File: src/rtl/flag_branch_pc_pkg.sv
// flag_branch_pc_pkg
//   Shared types and default widths for the flag-qualified PC sequencer.
//   state_e       : sequencer state (IDLE / RUN / DONE)
//   *_DEF         : default PC width, LUT index width and start address
package flag_branch_pc_pkg;

    typedef enum logic [1:0] {
        IDLE = 2'd0,
        RUN  = 2'd1,
        DONE = 2'd2
    } state_e;

    localparam int PC_W_DEF     = 10;
    localparam int IDX_W_DEF    = 5;
    localparam int START_PC_DEF = 0;

endpackage

File: src/rtl/flag_branch_pc_if.sv
// flag_branch_pc_if
//   Groups the control inputs and status outputs of flag_branch_pc.
//   master : driver side (control sources / observer of PC and status)
//   slave  : the sequencer itself
//   Inputs : start, stall, halt, jump_en, branch_en, flag_in, target_idx
//   Outputs: PC, running, done, taken, wrap_err
interface flag_branch_pc_if
    import flag_branch_pc_pkg::*;
#(
    parameter int PC_W  = PC_W_DEF,
    parameter int IDX_W = IDX_W_DEF
);
    logic             start;
    logic             stall;
    logic             halt;
    logic             jump_en;
    logic             branch_en;
    logic             flag_in;
    logic [IDX_W-1:0] target_idx;
    logic [PC_W-1:0]  PC;
    logic             running;
    logic             done;
    logic             taken;
    logic             wrap_err;

    modport master (
        output start, stall, halt, jump_en, branch_en, flag_in, target_idx,
        input  PC, running, done, taken, wrap_err
    );

    modport slave (
        input  start, stall, halt, jump_en, branch_en, flag_in, target_idx,
        output PC, running, done, taken, wrap_err
    );
endinterface

File: src/rtl/flag_branch_pc_branch_lut.sv
// flag_branch_pc_branch_lut
//   Combinational branch-target ROM: target_idx_i -> target_o.
//   target_idx_i : LUT index (IDX_W bits)
//   target_o     : redirect address (PC_W bits)
//   Entries 0..3 are fixed landmarks; every other entry is index*8.
module flag_branch_pc_branch_lut
    import flag_branch_pc_pkg::*;
#(
    parameter int PC_W  = PC_W_DEF,
    parameter int IDX_W = IDX_W_DEF
) (
    input  logic [IDX_W-1:0] target_idx_i,
    output logic [PC_W-1:0]  target_o
);

    always_comb begin
        target_o = PC_W'({target_idx_i, 3'b000});
        case (target_idx_i)
            IDX_W'(0): target_o = PC_W'(10'h000);
            IDX_W'(1): target_o = PC_W'(10'h040);
            IDX_W'(2): target_o = PC_W'(10'h100);
            // Top of a 10-bit space; used to exercise the wrap detector.
            IDX_W'(3): target_o = PC_W'(10'h3FF);
            default:   target_o = PC_W'({target_idx_i, 3'b000});
        endcase
    end

endmodule

File: src/rtl/flag_branch_pc.sv
// flag_branch_pc
//   Program counter / branch sequencer fed by the one-cycle flag register.
//   CLK  : rising-edge clock
//   init : asynchronous active-high reset
//   bus  : control inputs (start, stall, halt, jump_en, branch_en, flag_in,
//          target_idx) and registered status (PC, running, done, taken,
//          wrap_err)
//   Priority in RUN: halt > stall > jump > flagged branch > increment.
module flag_branch_pc
    import flag_branch_pc_pkg::*;
#(
    parameter int PC_W     = PC_W_DEF,
    parameter int IDX_W    = IDX_W_DEF,
    parameter int START_PC = START_PC_DEF
) (
    input  logic               CLK,
    input  logic               init,
    flag_branch_pc_if.slave    bus
);

    localparam logic [PC_W-1:0] START_ADDR = PC_W'(START_PC);

    state_e            state_q, state_d;
    logic [PC_W-1:0]   pc_q, pc_d;
    logic              flag_hold_q, flag_hold_d;
    logic              taken_q, taken_d;
    logic              wrap_err_q, wrap_err_d;
    logic [PC_W-1:0]   lut_target;

    flag_branch_pc_branch_lut #(
        .PC_W  (PC_W),
        .IDX_W (IDX_W)
    ) u_lut (
        .target_idx_i (bus.target_idx),
        .target_o     (lut_target)
    );

    always_ff @(posedge CLK or posedge init) begin
        if (init) begin
            state_q     <= IDLE;
            pc_q        <= START_ADDR;
            flag_hold_q <= 1'b0;
            taken_q     <= 1'b0;
            wrap_err_q  <= 1'b0;
        end else begin
            state_q     <= state_d;
            pc_q        <= pc_d;
            flag_hold_q <= flag_hold_d;
            taken_q     <= taken_d;
            wrap_err_q  <= wrap_err_d;
        end
    end

    always_comb begin
        state_d     = state_q;
        pc_d        = pc_q;
        // Only a stalled RUN cycle keeps the captured flag alive.
        flag_hold_d = 1'b0;
        taken_d     = 1'b0;
        wrap_err_d  = wrap_err_q;

        case (state_q)
            IDLE: begin
                if (bus.start) begin
                    state_d = RUN;
                    pc_d    = START_ADDR;
                end
            end

            RUN: begin
                if (bus.halt) begin
                    state_d = DONE;
                end else if (bus.stall) begin
                    // The flag register self-clears, so remember a flag seen
                    // while stalled for the branch that follows the stall.
                    flag_hold_d = flag_hold_q | bus.flag_in;
                end else if (bus.jump_en) begin
                    pc_d    = lut_target;
                    taken_d = 1'b1;
                end else if (bus.branch_en && (bus.flag_in || flag_hold_q)) begin
                    pc_d    = lut_target;
                    taken_d = 1'b1;
                end else begin
                    pc_d = pc_q + PC_W'(1);
                    if (pc_q == '1) begin
                        wrap_err_d = 1'b1;
                    end
                end
            end

            DONE: begin
                if (bus.start) begin
                    state_d    = RUN;
                    pc_d       = START_ADDR;
                    wrap_err_d = 1'b0;
                end
            end

            default: begin
                state_d = IDLE;
                pc_d    = START_ADDR;
            end
        endcase
    end

    assign bus.PC       = pc_q;
    assign bus.running  = (state_q == RUN);
    assign bus.done     = (state_q == DONE);
    assign bus.taken    = taken_q;
    assign bus.wrap_err = wrap_err_q;

endmodule

File: src/flat_wrapper.sv
// flat-port wrapper written by rule: the top's interface ports become plain ports
module flag_branch_pc_flat import flag_branch_pc_pkg::*;
#(
    parameter int PC_W     = PC_W_DEF,
    parameter int IDX_W    = IDX_W_DEF,
    parameter int START_PC = START_PC_DEF
)
  (CLK, init, bus_start, bus_stall, bus_halt, bus_jump_en, bus_branch_en, bus_flag_in, bus_target_idx, bus_PC, bus_running, bus_done, bus_taken, bus_wrap_err);
  flag_branch_pc_if #(.PC_W(PC_W), .IDX_W(IDX_W)) bus_i ();
  input  logic CLK;
  input  logic init;
  input wire logic [$bits(bus_i.start)-1:0] bus_start;
  input wire logic [$bits(bus_i.stall)-1:0] bus_stall;
  input wire logic [$bits(bus_i.halt)-1:0] bus_halt;
  input wire logic [$bits(bus_i.jump_en)-1:0] bus_jump_en;
  input wire logic [$bits(bus_i.branch_en)-1:0] bus_branch_en;
  input wire logic [$bits(bus_i.flag_in)-1:0] bus_flag_in;
  input wire logic [$bits(bus_i.target_idx)-1:0] bus_target_idx;
  output wire logic [$bits(bus_i.PC)-1:0] bus_PC;
  output wire logic [$bits(bus_i.running)-1:0] bus_running;
  output wire logic [$bits(bus_i.done)-1:0] bus_done;
  output wire logic [$bits(bus_i.taken)-1:0] bus_taken;
  output wire logic [$bits(bus_i.wrap_err)-1:0] bus_wrap_err;
  assign bus_i.start = bus_start;
  assign bus_i.stall = bus_stall;
  assign bus_i.halt = bus_halt;
  assign bus_i.jump_en = bus_jump_en;
  assign bus_i.branch_en = bus_branch_en;
  assign bus_i.flag_in = bus_flag_in;
  assign bus_i.target_idx = bus_target_idx;
  assign bus_PC = bus_i.PC;
  assign bus_running = bus_i.running;
  assign bus_done = bus_i.done;
  assign bus_taken = bus_i.taken;
  assign bus_wrap_err = bus_i.wrap_err;
  flag_branch_pc #(.PC_W(PC_W), .IDX_W(IDX_W), .START_PC(START_PC)) u_core (.CLK(CLK), .init(init), .bus(bus_i));
endmodule
File: config.mk
export PLATFORM = sky130hd
export DESIGN_NAME = flag_branch_pc_flat
export DESIGN_NICKNAME = d
export VERILOG_FILES = /design/src/rtl/flag_branch_pc_pkg.sv /design/src/rtl/flag_branch_pc_if.sv /design/src/rtl/flag_branch_pc_branch_lut.sv /design/src/rtl/flag_branch_pc.sv /design/src/flat_wrapper.sv
export SDC_FILE = /design/constraint.sdc
export NUM_CORES = 1
export LEC_CHECK = 0
export BUFFER_PORTS_ARGS = -buffer_cell sky130_fd_sc_hd__buf_2
export CAP_MARGIN = 10
export CORE_AREA = 3 3 48 50
export DETAILED_ROUTE_END_ITERATION = 6
export DIE_AREA = 0 0 51 53
export HOLD_SLACK_MARGIN = 0.02
export PLACE_DENSITY_LB_ADDON = 0.08
export SLEW_MARGIN = 10
export SYNTH_ARGS = -nofsm -noshare
export SYNTH_HDL_FRONTEND = slang
export SYNTH_HIERARCHICAL = 1
export SYNTH_SLANG_ARGS = --single-unit
File: constraint.sdc
create_clock -name CLK -period 2.1 [get_ports CLK]
set_input_delay 0.63 -clock CLK [delete_from_list [all_inputs] [get_ports CLK]]
set_output_delay 0.63 -clock CLK [all_outputs]
set_load 0.01 [all_outputs]
### Yosys cells after proc, flatten, opt, wreduce, memory -nomap -nowiden

Cells that the tools add are included.

| storage, ports and cells | value |
|---|---|
| output and inout port bits | 14 |
| flip-flop bits (word level) | 15 |
| bits of input ports | 13 |

| cells by class | value |
|---|---|
| equality and inequality tests | 14 |
| reduce and logical (&&, ||, !) cells | 9 |
| add/subtract/negate cells | 1 |
| muxes and demuxes | 25 |
| bitwise logic cells | 1 |

Operators by type and width:

| cell | number |
|---|---|
| $mux W10 | 5 |
| $pmux W10 S4 | 1 |
| $pmux W10 S2 | 1 |
| $mux W1 | 14 |
| $ne A2 B2 Y1 const B | 6 |
| $add A10 B1 Y10 const B | 1 |
| $eq A10 B10 Y1 const B | 1 |
| $eq A5 B2 Y1 const B | 2 |
| $reduce_and A7 Y1 | 1 |
| $eq A5 B1 Y1 const B | 1 |
| $logic_not A5 Y1 | 1 |
| $mux W2 | 2 |
| $ne A2 B1 Y1 const B | 2 |
| $pmux W2 S2 | 1 |
| $reduce_and A3 Y1 | 1 |
| $eq A2 B1 Y1 const B | 1 |
| $eq A2 B2 Y1 const B | 1 |
| $logic_not A2 Y1 | 1 |
| $pmux W1 S2 | 1 |
| $reduce_and A2 Y1 | 1 |
| $reduce_bool A2 Y1 | 1 |
| $reduce_or A2 Y1 | 1 |
| $logic_and A1 B1 Y1 | 1 |
| $logic_or A1 B1 Y1 | 1 |
| $or A1 B1 Y1 | 1 |

### Logic depth before layout (Yosys ltp)

Gate-level depths: netlist of run 1.

| logic depth | value |
|---|---|
| depth after elaboration | 7 |
| depth in mapped cells | 5 |
| depth with buffers taken out | 5 |

### Cells and area by module

Netlist of run 1, hierarchy kept.

Modules (own cells, without submodules):

| module | area each (µm²) | cells each | instances | seq. area each (µm²) |
|---|---|---|---|---|
| flag_branch_pc | 888.4 | 95 | 1 | 375.4 |
| flag_branch_pc_branch_lut | 96.3 | 14 | 1 | 0.0 |

### Worst setup path before layout of run 1

OpenSTA, ideal clock, no wires.

| timing path | value |
|---|---|
| path kind | in2reg |
| start | input bus_halt |
| end | register u_core.pc_q[9] (netlist: u_core/bus.PC[9]) |
| data required time | 2.031 ns |
| data arrival time | 1.685 ns |
| buffers on the path | 1 |
| path slack | 0.345 ns |
| stages | 4 |
| cells stage by stage | or3_1 clkbuf_2 or4_1 nand3_1 |

| between the ends | value |
|---|---|
| cells in the longest elaborated chain, start to end | 2 |

RTL lines:

| item | line | text |
|---|---|---|
| start, declared | flat_wrapper.sv:14 | `input wire logic [$bits(bus_i.halt)-1:0] bus_halt;` |
| $ne A2 B2 Y1 (no line) | n/a |  |
| $reduce_and A3 Y1 (no line) | n/a |  |
| end signal, assigned | flag_branch_pc.sv:47 | `pc_q <= pc_d;` |
| end, declared | flag_branch_pc.sv:24 | `logic [PC_W-1:0] pc_q, pc_d;` |

No other way between the ends.
A chain may end at the register's enable or synchronous reset.

### Worst setup path after layout of run 1

| timing path | value |
|---|---|
| start | register u_core.state_q[0] |
| end | output bus_done |

| between the ends | value |
|---|---|
| cells in the longest elaborated chain, start to end | 1 |

RTL lines:

| item | line | text |
|---|---|---|
| start, declared | flag_branch_pc.sv:23 | `state_e state_q, state_d;` |
| start signal, assigned | flag_branch_pc.sv:46 | `state_q <= state_d;` |
| $eq A2 B2 Y1 | flag_branch_pc.sv:108 | `assign bus.done = (state_q == DONE);` |
| end, declared | flat_wrapper.sv:21 | `output wire logic [$bits(bus_i.done)-1:0] bus_done;` |

No other way between the ends.

==> results.json, run 1 <==
{
  "status": "complete, no violations",
  "synth_flop_cell": "dfrtp_1",
  "ys_types": 37,
  "ys_seq_area_share_pct": 38.1,
  "critPathCaptureType": "output port",
  "synth_cells": 109,
  "clockBufferDepth": 2,
  "crit_required_ns": 1.47,
  "cts_buffers": 3,
  "whs_ns": 0.383,
  "vias": 986,
  "cts.repair.resized": 0,
  "hold_buffers": 0,
  "cpPeakStageDelay_ns": 0.47,
  "gp_congestion": 0.909,
  "synth.most_common_cell": "dfrtp_1",
  "finalSetupTns_ns": 0,
  "fmax_mhz": 559,
  "drc": 0,
  "synth_area_per_cell_um2": 9.03,
  "yosys.area.top_type": "dfrtp_1",
  "wl_per_cell_um": 14.6,
  "crit_family": "flip-flops",
  "post_drt_via_cell_ratio": 6.01,
  "synth_top_area_share_pct": 38.1,
  "cts_setup_buffers": 0,
  "totalWireLength_um": 2400,
  "synth_commonest_cells": "dfrtp_1, o21ai_0",
  "synth_edf_count": 0,
  "dieWidth_um": 51,
  "area_growth_pct": 18.6,
  "slowest_stage": "dfrtp_1",
  "worstSkewPairLatency_ns": 0.29,
  "slew_headroom_pct": 60.8,
  "antenna_left": 0,
  "power.leakage_nw": 0.553,
  "synthesis.nets": 123,
  "ys_warn_count": 6,
  "core-area_um2": 1940,
  "grt_first_pass_wirelength_um": 3820,
  "peakVddDrop_uv": 382,
  "p_per_area_nw_per_um2": 602,
  "stdcell_area_um2": 1170,
  "max-cap-violations": 0,
  "netlist_area_um2": 985,
  "path_cells": "and2b_2 > buf_2",
  "arrival_ns": 1.16,
  "cts_tree": "yes",
  "yosys-top-cells-area": "dfrtp_1, o21ai_0, a22o_1",
  "async_flop_share_pct": 100,
  "overflow": 0,
  "clk_pin_slew_ns": 0.10,
  "io_buffers": 26,
  "antenna_found_initial": 0,
  "fin_skew_ns": 0.0122,
  "cts.sinks": 15,
  "dieHeight_um": 53,
  "drt-initial-drc-count": 51,
  "cts_max_level": 1,
  "insertedDiodeCount": 0,
  "setup_viol_count_final": 0,
  "rsz0062_at_grt": "no",
  "gr-usage-all-layers_pct": 18.8,
  "fin_nets": 152,
  "grt_max_degree": 16,
  "crit_type": "reg -> out",
  "drive_gt1_share_pct": 29.9,
  "grt_pass1_vias": 843,
  "hold_viol": 0,
  "min_period_ns": 1.79,
  "placed_area_um2": 1140,
  "final-max-slew-violation-count": 0,
  "crit_buf_inv": 1,
  "hold_class": "in -> async",
  "layout_setup_ws_ns": 0.310,
  "ys_seq_elements": 15,
  "clockRootBuffer": "clkbuf_4",
  "start_util_pct": 50.7,
  "io_pins": 27,
  "cp-start-kind": "flip-flop",
  "path_max_fanout": 7,
  "die-area_um2": 2700,
  "dp_hpwl_um": 1800,
  "fillers": 188,
  "fin_crit_sh_pct": 85.2,
  "rows": 16,
  "pre_cts_slack_ns": 0.239,
  "worst_pin_slew_ns": 0.587,
  "dr.pass1.iters": 4
}
-- path summary, 6_finish.rpt --
check / startpoint / endpoint / slack (ns) / cells past startpoint
max: u_core/state_q[0] / bus_done / 0.31 / 2
min: init / u_core/bus.taken / 0.38 / 2
max reg2reg: u_core/state_q[1] / u_core/bus.PC[9] / 0.45 / 4
min reg2reg: u_core/bus.wrap_err / u_core/bus.wrap_err / 0.56 / 1
max in group asynchronous: init / u_core/bus.PC[4] / 1.32 / 2
min in group CLK: bus_start / u_core/bus.wrap_err / 0.53 / 2
-- cell families after synthesis --
| group | after synthesis | share of synthesized area, % |
|---|---|---|
| AND/OR/NAND/NOR | 37 | 23.6 |
| buffers and inverters | 11 | 5.46 |
| flip-flops | 15 | 38.1 |
| adder cells (fa/ha/maj) | 1 | 1.27 |
| AO/OA/AOI/OAI | 44 | 30.5 |
| multiplexers | 1 | 1.02 |
-- registers in the layout, summed over array words and instances, names as in the netlist --
signal / count
u_core/bus.PC: 10
u_core/flag_hold_q: 1
u_core/state_q: 2
u_core/bus.wrap_err: 1
u_core/bus.taken: 1
-- metal layers --
metal / wire (um) / up-vias / GRT usage [%] / part of all wire, %
li1: - / 483 / - / -
met1: 1120 / 465 / 25.4 / 47
met2: 1090 / 36 / 30.7 / 46
met3: 169 / 2 / 2.54 / 7.1
met4: 14 / 0 / 6.73 / 0.58
met5: 0 / - / 0 / 0
-- layout by cell type (no fill, tap or decap) --
cell       instances
nor3_1             2
a32oi_1            1
clkinv_2           1
inv_1              6
dfrtp_1           15
or4_1              1
buf_4              3
o21ai_0           14
a21o_1             1
nor4_1             2
o41ai_1            1
nand2_1            4
a22o_1             6
or3_4              1
nor4b_1            2
nand4_1            4
nand2b_2           1
a21oi_1            5
nand3_1            6
or3_1              2
mux2i_1            1
and2b_2            1
o21a_1             3
clkbuf_4           3
o31ai_1            4
nor2_1             6
a31oi_1            1
and3_1             2
nor4b_4            1
and4_1             1
buf_2             26
o21ba_2            1
ha_1               1
a2bb2oi_1          1
nand2_2            1
o2bb2ai_1          3
o22ai_1            1
a31o_2             2
-- layout make-up --
cell class,count,area (um2),share of cell area [%]
multi-input combinational,83,556,47.6
inverter,6,22.5,1.93
timing repair buffer,29,153,13.1
clock inverter,1,5.00,0.429
tap,27,33.8,2.89
clock buffer,3,22.5,1.93
sequential,15,375,32.2
-- metrics by stage --
step | util (%) | total power, W | std cells
floorplan | - | 0.000467 | 109
global placement | 58.7 | 0.000537 | 160
detailed placement | 58.7 | 0.000538 | 160
CTS | 60.1 | 0.000708 | 164
global route | 60.1 | 0.000749 | 164
finish | 60.1 | 0.000703 | 164
-- where the power goes --
part | internal [W] | leakage (nW) | total, W | switching, W
logic | 0.0000865 | 0.330 | 0.000195 | 0.000108
registers | 0.000310 | 0.205 | 0.000341 | 0.0000312
clock network | 0.0000707 | 0.0177 | 0.000168 | 0.0000969
No activity file was read; power rests on OpenSTA's default activity.
==> run 2: changes to the inputs <==
--- a/config.mk
+++ b/config.mk
@@ -5,11 +5,13 @@
 export SDC_FILE = /design/constraint.sdc
 export NUM_CORES = 1
 export LEC_CHECK = 0
+export ABC_AREA = 1
 export BUFFER_PORTS_ARGS = -buffer_cell sky130_fd_sc_hd__buf_2
 export CAP_MARGIN = 10
-export CORE_AREA = 3 3 48 50
+export CORE_AREA = 3 3 50 52
 export DETAILED_ROUTE_END_ITERATION = 6
-export DIE_AREA = 0 0 51 53
+export DIE_AREA = 0 0 53 55
+export GPL_ROUTABILITY_DRIVEN = 0
 export HOLD_SLACK_MARGIN = 0.02
 export PLACE_DENSITY_LB_ADDON = 0.08
 export SLEW_MARGIN = 10
==> run 2 against run 1 <==
Net effect: final area is 6.1% higher; utilization shrank 2.5 points; critical path depth increased by 1; cell count rose by 31%; count of clock-buffer cells in the layout grew 1; register-to-register slack better by 0.20 ns.
==> results.json, run 2 <==
{
  "ys_warn_count": 6,
  "cts.sinks": 15,
  "synth_cells": 160,
  "synth_area_per_cell_um2": 6.69,
  "yosys-top-cells-area": "dfrtp_1, nand2_1, nand3_1",
  "io_buffers": 26,
  "gr-usage-all-layers_pct": 20.6,
  "netlist_area_um2": 1070,
  "p_sw_share_pct": 36.0,
  "setup_viol_count_final": 0,
  "layout_setup_ws_ns": 0.313,
  "core-area_um2": 2150,
  "antenna_found_initial": 0,
  "power_w": 0.000739,
  "intPower_w": 0.000473,
  "area_growth_pct": 15.8,
  "post_drt_via_cell_ratio": 5.00,
  "cts.repair.resized": 0,
  "final-max-slew-violation-count": 0,
  "synthesis.nets": 174,
  "rows": 17,
  "fin_nets": 202,
  "pre_cts_slack_ns": 0.431,
  "status": "complete, no violations",
  "ys_seq_elements": 15,
  "seq_area_um2": 375,
  "rsz0062_at_grt": "no",
  "dr.pass1.iters": 4,
  "worstSkewPairLatency_ns": 0.28,
  "power.leakage_nw": 0.709,
  "grt_pass1_vias": 1066,
  "hold_viol": 0,
  "antenna_left": 0,
  "drt-initial-drc-count": 54,
  "cts_max_level": 1,
  "fmax_mhz": 560,
  "cpPeakStageDelay_ns": 0.46,
  "insertedDiodeCount": 0,
  "synth_flop_cell": "dfrtp_1",
  "overflow": 0,
  "drc": 0,
  "slew_headroom_pct": 61.1,
  "wl_per_cell_um": 11.3,
  "drive_gt1_share_pct": 21.9,
  "whs_ns": 0.394,
  "vias": 1076,
  "fin_crit_sh_pct": 85.1,
  "hold_buffers": 0,
  "wl_met1_um": 1070,
  "start_util_pct": 49.8,
  "power.share.clock_pct": 22.4,
  "power_switching_w": 0.000266,
  "path_cells": "inv_2 > nor2_4 > buf_2",
  "dieWidth_um": 53,
  "async_flop_share_pct": 100,
  "clockBufferDepth": 2,
  "arrival_ns": 1.16,
  "fin_skew_ns": 0.00403,
  "crit_family": "flip-flops",
  "grt_first_pass_wirelength_um": 4350,
  "path_max_fanout": 6,
  "fillers": 220,
  "crit_type": "reg -> out",
  "die-area_um2": 2920,
  "critPathCaptureType": "output port",
  "cts_tree": "yes",
  "met3WireLength_um": 224,
  "met2WireLength_um": 1130,
  "slowest_stage": "dfrtp_1",
  "crit_required_ns": 1.47,
  "finalSetupTns_ns": 0,
  "max-cap-violations": 0,
  "p_per_area_nw_per_um2": 596,
  "synth_top_area_share_pct": 35.1,
  "final_cell_mix": "nand2_1, buf_2, inv_1",
  "hold_class": "in -> async",
  "min_period_ns": 1.79,
  "cts_setup_buffers": 0,
  "peakVddDrop_uv": 379,
  "io_pins": 27,
  "yosys.area.top_type": "dfrtp_1",
  "worst_pin_slew_ns": 0.583,
  "top_layer": "met4",
  "clk_pin_slew_ns": 0.09,
  "multi_input_area_um2": 574,
  "clockRootBuffer": "clkbuf_4",
  "ys_seq_area_share_pct": 35.1,
  "ys_types": 25,
  "totalWireLength_um": 2440,
  "cts_buffers": 3,
  "comb_power_share_pct": 30.3,
  "grt_max_degree": 16,
  "synth.most_common_cell": "nand2_1",
  "cp-start-kind": "flip-flop",
  "synth_edf_count": 0,
  "largest_reg_flops": 10,
  "synth_commonest_cells": "nand2_1, inv_1, nand3_1",
  "dieHeight_um": 55,
  "final_common_cell": "nand2_1",
  "dp_hpwl_um": 1940,
  "p_seq_share_pct": 47.2,
  "crit_buf_inv": 2
}
## run 2: cell types whose count changed after synthesis, moves of 3 or more
cell | previous run | this run
o211ai_1 | 0 | 4
o31ai_1 | 4 | 1
nand3_1 | 6 | 19
nor2_1 | 6 | 16
inv_1 | 6 | 22
nand4_1 | 4 | 1
nand2_1 | 4 | 56
a21oi_1 | 5 | 0
o2bb2ai_1 | 3 | 0
a22o_1 | 6 | 0
o21a_1 | 3 | 0
nor2_4 | 0 | 3
o21ai_0 | 14 | 6
## run 2: cell families after synthesis
kind of cell,synth area share [%]
AND/OR/NAND/NOR,42.9
buffers and inverters,11.2
flip-flops,35.1
AO/OA/AOI/OAI,8.77
XOR/XNOR,0.819
adder cells (fa/ha/maj),1.17
## run 2: path summary, 6_finish.rpt
kind	start	to	slack [ns]	cells past startpoint
min	init	u_core/bus.PC[6]	0.39	2
min reg2reg	u_core/bus.wrap_err	u_core/bus.wrap_err	0.48	2
max	u_core/state_q[0]	bus_running	0.31	3
max reg2reg	u_core/bus.PC[1]	u_core/bus.wrap_err	0.65	7
min in group CLK	u_core/bus.wrap_err	u_core/bus.wrap_err	0.48	2
max in group asynchronous	init	u_core/state_q[0]	1.32	2
## run 2: routing by layer
metal  up-vias  GRT usage [%]
li1        561              -
met1       472           26.6
met2        41           34.9
met3         2           2.95
met4         0           7.66
met5         -              0
## run 2: power by group through the flow
stage               Sequential (W)  Combinational, W  Clock [W]
finish                    0.000349          0.000224   0.000166
global route              0.000354          0.000257   0.000182
CTS                       0.000349          0.000227   0.000175
detailed placement        0.000355          0.000226          0
global placement          0.000353          0.000224          0
floorplan                 0.000361          0.000142          0
## run 2: cell type report
class,count,share of cell area (%)
multi-input combinational,117,46.4
sequential,15,30.3
timing repair buffer,26,10.5
inverter,25,7.88
tap,28,2.83
clock buffer,4,2.12
## run 2: per-stage QoR
stage / instances / utilization, % / area (um2)
floorplan: 160 / - / 1070
global placement: 211 / 56.4 / 1210
detailed placement: 211 / 56.4 / 1210
CTS: 215 / 57.7 / 1240
global route: 215 / 57.7 / 1240
finish: 215 / 57.7 / 1240
==> run 3: changes to the inputs <==
==> constraint.sdc (replaced) <==
create_clock -name CLK -period 2.1 [get_ports CLK]
set_input_delay 0.63 -clock CLK [delete_from_list [all_inputs] [get_ports CLK]]
set_output_delay 0.63 -clock CLK [all_outputs]
set_load 0.05 [all_outputs]
==> run 3 against run 2 <==
Net effect: clock power barely moved; non-clock buffer count unchanged; hold slack lost 0.0029 ns; register-to-register slack lost 0.03 ns; count of clock-buffer cells in the layout unchanged; sequential share of layout area unchanged; die area unchanged; global-route usage is 0.18 points lower; first-iteration DRC count fell by 59%; routed wire length increased by 2.4%; critical path type unchanged.
==> results.json, run 3 (same netlist as run 2, synthesis figures left out) <==
{
  "status": "complete, no violations",
  "drc": 0,
  "worstSkewPairLatency_ns": 0.28,
  "dp_hpwl_um": 1950,
  "grt_first_pass_wirelength_um": 4390,
  "totalWireLength_um": 2500,
  "rows": 17,
  "cts.sinks": 15,
  "hold_buffers": 0,
  "clk_pin_slew_ns": 0.10,
  "hold_viol": 0,
  "arrival_ns": 1.29,
  "core-area_um2": 2150,
  "final_cell_mix": "nand2_1, buf_2, inv_1",
  "clockBufferDepth": 2,
  "cts_buffers": 3,
  "antenna_left": 0,
  "worstReg2RegStart": "u_core/bus.PC[1]",
  "hold_class": "in -> async",
  "fin_crit_sh_pct": 91.4,
  "cpPeakStageDelay_ns": 0.46,
  "grt_max_degree": 16,
  "max-cap-violations": 0,
  "crit_type": "reg -> out",
  "largest_reg_flops": 10,
  "power_switching_w": 0.000362,
  "clockRootBuffer": "clkbuf_4",
  "path_max_fanout": 6,
  "vias": 1078,
  "cts.repair.resized": 0,
  "min_period_ns": 1.92,
  "io_buffers": 26,
  "placed_area_um2": 1210,
  "p_sw_share_pct": 43.3,
  "cts_tree": "yes",
  "insertedDiodeCount": 0,
  "cts_max_level": 1,
  "reg2reg_depth": 7,
  "wl_per_cell_um": 11.6,
  "crit_buf_inv": 2,
  "crit_required_ns": 1.47,
  "peakVddDrop_uv": 575,
  "worst_pin_slew_ns": 0.587,
  "grt_pass1_vias": 1054,
  "intPower_w": 0.000474,
  "crit_family": "flip-flops",
  "comb_power_share_pct": 38.0,
  "antenna_found_initial": 0,
  "fin_nets": 202,
  "whs_ns": 0.391,
  "area_growth_pct": 15.8,
  "drt-initial-drc-count": 22,
  "crit_start": "u_core/state_q[0]",
  "slew_headroom_pct": 60.8,
  "setup_viol_count_final": 0,
  "power.share.clock_pct": 20.3,
  "power_w": 0.000835,
  "fin_skew_ns": 0.00719,
  "dieWidth_um": 53,
  "io_pins": 27,
  "dieHeight_um": 55,
  "dr.pass1.iters": 4,
  "die-area_um2": 2920,
  "critPathCaptureType": "output port",
  "final-max-slew-violation-count": 0,
  "power.leakage_nw": 0.709,
  "post_drt_via_cell_ratio": 5.01,
  "cp-start-kind": "flip-flop",
  "fmax_mhz": 521,
  "start_util_pct": 49.8,
  "p_seq_share_pct": 41.7,
  "path_cells": "inv_2 > nor2_4 > buf_2",
  "cts_setup_buffers": 0,
  "rsz0062_at_grt": "no",
  "drive_gt1_share_pct": 21.9,
  "final_common_cell": "nand2_1",
  "stdcell_area_um2": 1240,
  "finalSetupTns_ns": 0,
  "p_per_area_nw_per_um2": 674,
  "gr-usage-all-layers_pct": 20.4,
  "slowest_stage": "dfrtp_1",
  "regToRegSetupSlack_ns": 0.62,
  "overflow": 0,
  "fin_util_pct": 57.7,
  "reg2reg_to": "u_core/bus.wrap_err"
}
-- run 3: cell counts in the layout (fill, tap and decap cells not counted) --
No cell type changed its count.
-- run 3: worst max-delay path by stage --
stage                                endpoint  slack, ns  cells past startpoint
final                             bus_running       0.18                      3
after floorplan           u_core/bus.wrap_err       0.48                      7
after detailed placement     u_core/bus.PC[5]       0.45                      5
after global routing              bus_running        0.1                      3
after global placement       u_core/bus.PC[7]       0.46                      6
after CTS                         bus_running       0.17                      3
-- run 3: worst register-to-register path, cell delays in order (launching register included) --
cell     delay, ns
dfrtp_1       0.41
ha_1          0.20
nand2_1       0.08
nor2_1        0.23
nand3_1       0.14
o21ai_0       0.18
nand3_1       0.09
nand2_1       0.08
-- run 3: power by group through the flow --
stage | combinational (W) | sequential [W] | clock (W)
4_1_cts | 0.000320 | 0.000348 | 0.000177
2_1_floorplan | 0.000168 | 0.000424 | 0
3_3_place_gp | 0.000314 | 0.000353 | 0
6_report | 0.000318 | 0.000348 | 0.000169
3_5_place_dp | 0.000318 | 0.000354 | 0
5_1_grt | 0.000348 | 0.000354 | 0.000186
-- run 3: final cells by class --
type / instances / area (um2)
fillers: 235 / 910
flip-flops and latches: 15 / 375
multi-input cells: 117 / 574
well taps: 28 / 35.0
repair buffers: 26 / 130
clock buffers: 4 / 26.3
inverters: 25 / 97.6
-- run 3: stage by stage --
step	worst slack, ns	instances
2_1_floorplan	0.477	160
3_3_place_gp	0.464	211
3_5_place_dp	0.451	211
4_1_cts	0.169	215
5_1_grt	0.0971	215
6_report	0.180	215
-- run 3: metal layers --
layer / global-route usage (%) / vias up / part of all wire, %
met2: 33.9 / 29 / 48
li1: - / 557 / -
met5: 0 / - / 0
met1: 27.2 / 490 / 46
met4: 7.66 / 0 / 0.72
met3: 2.41 / 2 / 5.1
